==> config.mk <==
export PLATFORM = sky130hd
export DESIGN_NAME = alu_serial_seq_flat
export DESIGN_NICKNAME = d
export VERILOG_FILES = /design/src/rtl/alu_pkg.sv /design/src/rtl/alu_serial_seq_if.sv /design/src/rtl/alu_serial_bit.sv /design/src/rtl/alu_serial_seq.sv /design/src/flat_wrapper.sv
export SDC_FILE = /design/constraint.sdc
export NUM_CORES = 1
export LEC_CHECK = 0
export BUFFER_PORTS_ARGS = -buffer_cell sky130_fd_sc_hd__buf_2
export CAP_MARGIN = 0
export CELL_PAD_IN_SITES_DETAIL_PLACEMENT = 0
export CELL_PAD_IN_SITES_GLOBAL_PLACEMENT = 2
export CORE_MARGIN = 5
export CORE_UTILIZATION = 32
export CTS_BUF_LIST = sky130_fd_sc_hd__clkbuf_8
export CTS_CLUSTER_SIZE = 28
export DETAILED_ROUTE_END_ITERATION = 6
export GPL_ROUTABILITY_DRIVEN = 0
export PLACE_DENSITY = 0.75
export SYNTH_ARGS = -nofsm -noshare
export SYNTH_HDL_FRONTEND = slang
export SYNTH_SLANG_ARGS = --single-unit
==> constraint.sdc <==
create_clock -name clk -period 5.7 [get_ports clk]
set_input_delay 1.71 -clock clk [delete_from_list [all_inputs] [get_ports clk]]
set_output_delay 1.71 -clock clk [all_outputs]
set_load 0.02 [all_outputs]
==> src/rtl/alu_pkg.sv <==
// Shared definitions for the bit-serial ALU sequencer: op encodings, FSM states,
// and the counter-width helper.
package alu_pkg;

    localparam logic [1:0] OP_AND = 2'b00;
    localparam logic [1:0] OP_OR  = 2'b01;
    localparam logic [1:0] OP_ADD = 2'b10;
    localparam logic [1:0] OP_SLT = 2'b11;

    typedef enum logic [1:0] {
        ST_IDLE = 2'd0,
        ST_RUN  = 2'd1,
        ST_DONE = 2'd2
    } alu_state_e;

    function automatic int clog2(input int value);
        int r;
        r = 0;
        for (int i = 0; i < 31; i++) begin
            if ((1 << i) < value) r = i + 1;
        end
        return r;
    endfunction

endpackage

==> src/rtl/alu_serial_seq_if.sv <==
// Request/response bundle between the issue stage, the serial ALU and writeback.
interface alu_serial_seq_if #(parameter int WIDTH = 32);

    // Request: transfers on a rising edge with in_valid & in_ready; in_valid outside IDLE is
    // ignored. Response: result/flags are held stable while out_valid & ~out_ready, and are
    // consumed on a rising edge with out_valid & out_ready.
    logic             in_valid;
    logic             in_ready;
    logic [WIDTH-1:0] a;
    logic [WIDTH-1:0] b;
    logic             Ainvert;
    logic             Binvert;
    logic [1:0]       op;
    logic             out_valid;
    logic             out_ready;
    logic [WIDTH-1:0] result;
    logic             zero;
    logic             c_out;
    logic             overflow;

    modport master (
        output in_valid, a, b, Ainvert, Binvert, op, out_ready,
        input  in_ready, out_valid, result, zero, c_out, overflow
    );

    modport slave (
        input  in_valid, a, b, Ainvert, Binvert, op, out_ready,
        output in_ready, out_valid, result, zero, c_out, overflow
    );

endinterface

==> src/rtl/alu_serial_bit.sv <==
// Combinational one-bit ALU slice: operand inversion, full adder, op select.
module alu_serial_bit
    import alu_pkg::*;
(
    input  logic       a,
    input  logic       b,
    input  logic       ainvert,
    input  logic       binvert,
    input  logic       cin,
    input  logic [1:0] op,
    output logic       res,
    output logic       cout
);

    logic ai;
    logic bi;
    logic sum;

    assign ai   = a ^ ainvert;
    assign bi   = b ^ binvert;
    assign sum  = ai ^ bi ^ cin;
    assign cout = (ai & bi) | (cin & (ai ^ bi));

    // SLT passes the sum through; the sequencer reduces it to the less bit at the end.
    always_comb begin
        res = sum;
        case (op)
            OP_AND:  res = ai & bi;
            OP_OR:   res = ai | bi;
            default: res = sum;
        endcase
    end

endmodule

==> src/rtl/alu_serial_seq.sv <==
// Bit-serial ALU sequencer: one result bit per clock, LSB first, through alu_serial_bit.
// Define ALU_SLT_OVF_FIX_EN to make SLT a correct signed compare under subtraction overflow.
module alu_serial_seq
    import alu_pkg::*;
#(
    parameter int WIDTH = 32
) (
    input  logic             clk,
    input  logic             rst,
    alu_serial_seq_if.slave  bus,
    output alu_state_e       dbg_state
);

    localparam int            CW   = clog2(WIDTH);
    localparam logic [CW-1:0] LAST = CW'(WIDTH - 1);

    alu_state_e       state;
    alu_state_e       state_nxt;

    logic [WIDTH-1:0] a_sr;
    logic [WIDTH-1:0] b_sr;
    logic [WIDTH-1:0] res_sr;
    logic             ainv_q;
    logic             binv_q;
    logic [1:0]       op_q;
    logic             carry;
    logic             c_msb_in;
    logic [CW-1:0]    bit_cnt;

    logic             out_valid_q;
    logic [WIDTH-1:0] result_q;
    logic             zero_q;
    logic             c_out_q;
    logic             overflow_q;

    logic             accept;
    logic             finalize;
    logic             slice_res;
    logic             slice_cout;
    logic             less;
    logic [WIDTH-1:0] final_result;

    assign accept   = bus.in_valid && (state == ST_IDLE);
    assign finalize = (state == ST_DONE) && !out_valid_q;

    alu_serial_bit u_bit (
        .a       (a_sr[0]),
        .b       (b_sr[0]),
        .ainvert (ainv_q),
        .binvert (binv_q),
        .cin     (carry),
        .op      (op_q),
        .res     (slice_res),
        .cout    (slice_cout)
    );

    always_ff @(posedge clk or posedge rst) begin
        if (rst) state <= ST_IDLE;
        else     state <= state_nxt;
    end

    always_comb begin
        state_nxt = state;
        case (state)
            ST_IDLE: if (bus.in_valid)                  state_nxt = ST_RUN;
            ST_RUN:  if (bit_cnt == LAST)               state_nxt = ST_DONE;
            ST_DONE: if (out_valid_q && bus.out_ready)  state_nxt = ST_IDLE;
            default:                                    state_nxt = ST_IDLE;
        endcase
    end

    always_ff @(posedge clk or posedge rst) begin
        if (rst) begin
            a_sr     <= '0;
            b_sr     <= '0;
            res_sr   <= '0;
            ainv_q   <= 1'b0;
            binv_q   <= 1'b0;
            op_q     <= OP_AND;
            carry    <= 1'b0;
            c_msb_in <= 1'b0;
            bit_cnt  <= '0;
        end else if (accept) begin
            a_sr    <= bus.a;
            b_sr    <= bus.b;
            ainv_q  <= bus.Ainvert;
            binv_q  <= bus.Binvert;
            op_q    <= bus.op;
            carry   <= bus.Binvert & ~bus.Ainvert;
            bit_cnt <= '0;
        end else if (state == ST_RUN) begin
            a_sr    <= a_sr >> 1;
            b_sr    <= b_sr >> 1;
            res_sr  <= {slice_res, res_sr[WIDTH-1:1]};
            carry   <= slice_cout;
            bit_cnt <= bit_cnt + 1'b1;
            if (bit_cnt == LAST) c_msb_in <= carry;
        end
    end

    // After the last shift, carry holds the MSB carry-out and res_sr[MSB] the sum sign.
`ifdef ALU_SLT_OVF_FIX_EN
    assign less = res_sr[WIDTH-1] ^ (c_msb_in ^ carry);
`else
    assign less = res_sr[WIDTH-1];
`endif

    assign final_result = (op_q == OP_SLT) ? WIDTH'(less) : res_sr;

    always_ff @(posedge clk or posedge rst) begin
        if (rst) begin
            out_valid_q <= 1'b0;
            result_q    <= '0;
            zero_q      <= 1'b1;
            c_out_q     <= 1'b0;
            overflow_q  <= 1'b0;
        end else if (finalize) begin
            out_valid_q <= 1'b1;
            result_q    <= final_result;
            zero_q      <= (final_result == '0);
            c_out_q     <= carry;
            overflow_q  <= c_msb_in ^ carry;
        end else if (out_valid_q && bus.out_ready) begin
            out_valid_q <= 1'b0;
        end
    end

    assign bus.in_ready  = (state == ST_IDLE);
    assign bus.out_valid = out_valid_q;
    assign bus.result    = result_q;
    assign bus.zero      = zero_q;
    assign bus.c_out     = c_out_q;
    assign bus.overflow  = overflow_q;
    assign dbg_state     = state;

endmodule

==> src/flat_wrapper.sv <==
// flat-port wrapper written by rule: the top's interface ports become plain ports
module alu_serial_seq_flat import alu_pkg::*;
#(
    parameter int WIDTH = 32
)
  (clk, rst, dbg_state, bus_in_valid, bus_a, bus_b, bus_Ainvert, bus_Binvert, bus_op, bus_out_ready, bus_in_ready, bus_out_valid, bus_result, bus_zero, bus_c_out, bus_overflow);
  alu_serial_seq_if #(.WIDTH(WIDTH)) bus_i ();
  input  logic clk;
  input  logic rst;
  output alu_state_e dbg_state;
  input wire logic [$bits(bus_i.in_valid)-1:0] bus_in_valid;
  input wire logic [$bits(bus_i.a)-1:0] bus_a;
  input wire logic [$bits(bus_i.b)-1:0] bus_b;
  input wire logic [$bits(bus_i.Ainvert)-1:0] bus_Ainvert;
  input wire logic [$bits(bus_i.Binvert)-1:0] bus_Binvert;
  input wire logic [$bits(bus_i.op)-1:0] bus_op;
  input wire logic [$bits(bus_i.out_ready)-1:0] bus_out_ready;
  output wire logic [$bits(bus_i.in_ready)-1:0] bus_in_ready;
  output wire logic [$bits(bus_i.out_valid)-1:0] bus_out_valid;
  output wire logic [$bits(bus_i.result)-1:0] bus_result;
  output wire logic [$bits(bus_i.zero)-1:0] bus_zero;
  output wire logic [$bits(bus_i.c_out)-1:0] bus_c_out;
  output wire logic [$bits(bus_i.overflow)-1:0] bus_overflow;
  assign bus_i.in_valid = bus_in_valid;
  assign bus_i.a = bus_a;
  assign bus_i.b = bus_b;
  assign bus_i.Ainvert = bus_Ainvert;
  assign bus_i.Binvert = bus_Binvert;
  assign bus_i.op = bus_op;
  assign bus_i.out_ready = bus_out_ready;
  assign bus_in_ready = bus_i.in_ready;
  assign bus_out_valid = bus_i.out_valid;
  assign bus_result = bus_i.result;
  assign bus_zero = bus_i.zero;
  assign bus_c_out = bus_i.c_out;
  assign bus_overflow = bus_i.overflow;
  alu_serial_seq #(.WIDTH(WIDTH)) u_core (.clk(clk), .rst(rst), .bus(bus_i), .dbg_state(dbg_state));
endmodule
==> results_dict.tcl <==
set metrics [dict create \
    status "finished, final reports clean" \
    grt.total_usage_pct 13.3 \
    worstMarginPinSlew_ns 1.09 \
    syn_avg_cell_area_um2 9.38 \
    drc 0 \
    synth_area_leaders "dfrtp_1, nand2_1, a22oi_1" \
    grt_pass1_vias 4699 \
    worstSetupEndpointType "output pin" \
    fillerInstances 1939 \
    initial_core_util_pct 32.4 \
    maxSlewHeadroom_pct 27.5 \
    synth_nets 720 \
    p_per_area_nw_per_um2 505 \
    grt_max_degree 119 \
    fin_worst_skew_ns 0.0103 \
    antenna_found_initial 1 \
    hpwl_um 8820 \
    ir_worst_vdd_mv 0.161 \
    synth_top_area_cell "dfrtp_1" \
    rsz0062_at_grt "no" \
    cts.path.max_buffers 2 \
    antenna_left 0 \
    clk_latency_ns 0.44 \
    die_w_um 147 \
    drtPass1Iterations 4 \
    netlist_area_um2 6030 \
    die_h_um 147 \
    io_buffer_count 110 \
    p_leak_nw 3.68 \
    final_core_util_pct 38.4 \
    h-tree-depth 4 \
    cts_tree "yes" \
    layout.cells.most_common_list "nand2_1, dfrtp_1, buf_2" \
    post_drt_wl_per_cell_um 14.2 \
    post_cts_buffers 0 \
    num_io_pins 111 \
    numCtsBuffers 17 \
    path_clk_slew_ns 0.08 \
    cp.arrival_ns 1.23 \
    hold_viol_final 0 \
    fin_tns_setup_ns 0 \
    total_power_mw 3.62 \
    drv_slew 0 \
    layout_commonest_cell "nand2_1" \
    cap_violations 0 \
    fin_crit_sh_pct 51.6 \
    ys_seq_area_share_pct 60.2 \
    layout-drive-gt1-share_pct 20.9 \
    drt-initial-drc-count 290 \
    hp-class "flop to flop" \
    fin_crit_ns 2.94 \
    numClockSinks 145 \
    path_class "flop to output pin" \
    synth.distinct_cells 29 \
    area_growth_pct 18.7 \
    yosys_warnings 0 \
    fin_nets 814 \
    viasPerCell 4.70 \
    ys_ff_latch 145 \
    fmaxAchievable_mhz 340 \
    rows 50 \
    vias 4629 \
    crit_path_start_kind "flop" \
    diodes 0 \
    drt_wl_total_um 14000 \
    crit_fanout 7 \
    cts_hold_buf 0 \
    grt_pass1_wl_um 23500 \
    setup_viol 0 \
    dieArea_um2 21700 \
    cts_root_buf "clkbuf_8" \
    worst-endpoint-required_ns 3.99 \
    synth_top_area_share_pct 59.7 \
    globalRoute.totalOverflow 0 \
    coreArea_um2 18600 \
    cts_resized 0 \
    netlist_instances 643 \
]
critical path, stage by stage (launching register included):
cell     delay, ns
dfrtp_1       0.49
nor2_1        0.12
buf_2         0.17
worst paths after layout:
path                                     startpoint         endpoint  slack, ns  depth (start not counted)
worst max-delay path            u_core.dbg_state[1]     bus_in_ready       2.76                          2
worst min-delay path                 u_core.b_sr[2]   u_core.b_sr[2]       0.48                          2
worst max register to register  u_core.dbg_state[0]  u_core.c_msb_in       3.19                          5
worst min register to register       u_core.b_sr[2]   u_core.b_sr[2]       0.48                          2
max in group asynchronous                       rst  u_core.b_sr[30]       3.18                          3
min in group asynchronous                       rst  u_core.b_sr[21]       1.51                          2
cell type report:
cell class / instances / area (µm²) / share of cell area [%]
multi-input combinational: 451 / 2190 / 30.6
clock inverter: 11 / 136 / 1.90
tap: 234 / 293 / 4.09
inverter: 6 / 27.5 / 0.384
timing repair buffer: 116 / 596 / 8.32
sequential: 145 / 3630 / 50.7
clock buffer: 21 / 289 / 4.04
metal layers:
layer | routed length, µm | GRT usage, % | share of wire, %
met1 | 6510 | 17.2 | 46
met2 | 6560 | 21.2 | 47
met3 | 753 | 4.16 | 5.4
met4 | 175 | 4.47 | 1.2
met5 | 7 | 0 | 0.050
state kept, by name, indices dropped and copies added (netlist names), 2 cells and up:
| name | cells |
|---|---|
| u_core.a_sr | 32 |
| u_core.b_sr | 32 |
| u_core.bus.result | 32 |
| u_core.res_sr | 32 |
| u_core.bit_cnt | 5 |
| u_core.dbg_state | 2 |
| u_core.op_q | 2 |
power breakdown:
group	switching (mW)	total, mW	internal (mW)
sequential	0.256	1.65	1.39
clock	0.387	0.862	0.475
combinational	0.686	1.11	0.425
cell usage after synthesis:
| cell | number |
|---|---|
| mux2_2 | 5 |
| nand3b_1 | 2 |
| a21oi_1 | 1 |
| ha_1 | 4 |
| xor2_1 | 2 |
| o21ai_1 | 2 |
| nor2b_1 | 1 |
| nand2_1 | 301 |
| and3_1 | 1 |
| nor2_1 | 4 |
| buf_1 | 1 |
| o32ai_1 | 1 |
| dfrtp_1 | 144 |
| buf_4 | 10 |
| buf_2 | 18 |
| fa_1 | 1 |
| a22oi_1 | 62 |
| mux2i_1 | 2 |
| o21bai_1 | 1 |
| xnor2_1 | 2 |
| nand4_1 | 1 |
| nor4_1 | 8 |
| clkbuf_1 | 12 |
| o21ai_0 | 46 |
| dfstp_2 | 1 |
| nor3b_2 | 1 |
| nand3_1 | 2 |
| nand2b_1 | 1 |
| inv_1 | 6 |
cells by family (layout without fill, tap and decap cells):
| family | count (synthesis) | after routing | synth area share [%] |
|---|---|---|---|
| AOI/OAI and AO/OA | 113 | 113 | 12.1 |
| adders and majority gates | 5 | 5 | 1.16 |
| DFF | 145 | 145 | 60.2 |
| muxes | 7 | 7 | 1.27 |
| buffers and inverters | 47 | 154 | 3.92 |
| xor gates and xnor gates | 4 | 4 | 0.581 |
| and+or+nand+nor | 322 | 322 | 20.8 |
metrics by stage:
step	instance area [µm²]	std cells	worst slack, ns	hold WS (ns)
after global routing	7160	984	2.66	0.499
after floorplan	6030	643	0.0970	0.446
after CTS	7160	984	2.71	0.482
after detailed placement	6740	952	2.37	0.463
final	7160	984	2.76	0.477
after global placement	6740	952	2.39	0.457
Note: power is estimated with default switching activity, not from simulation.
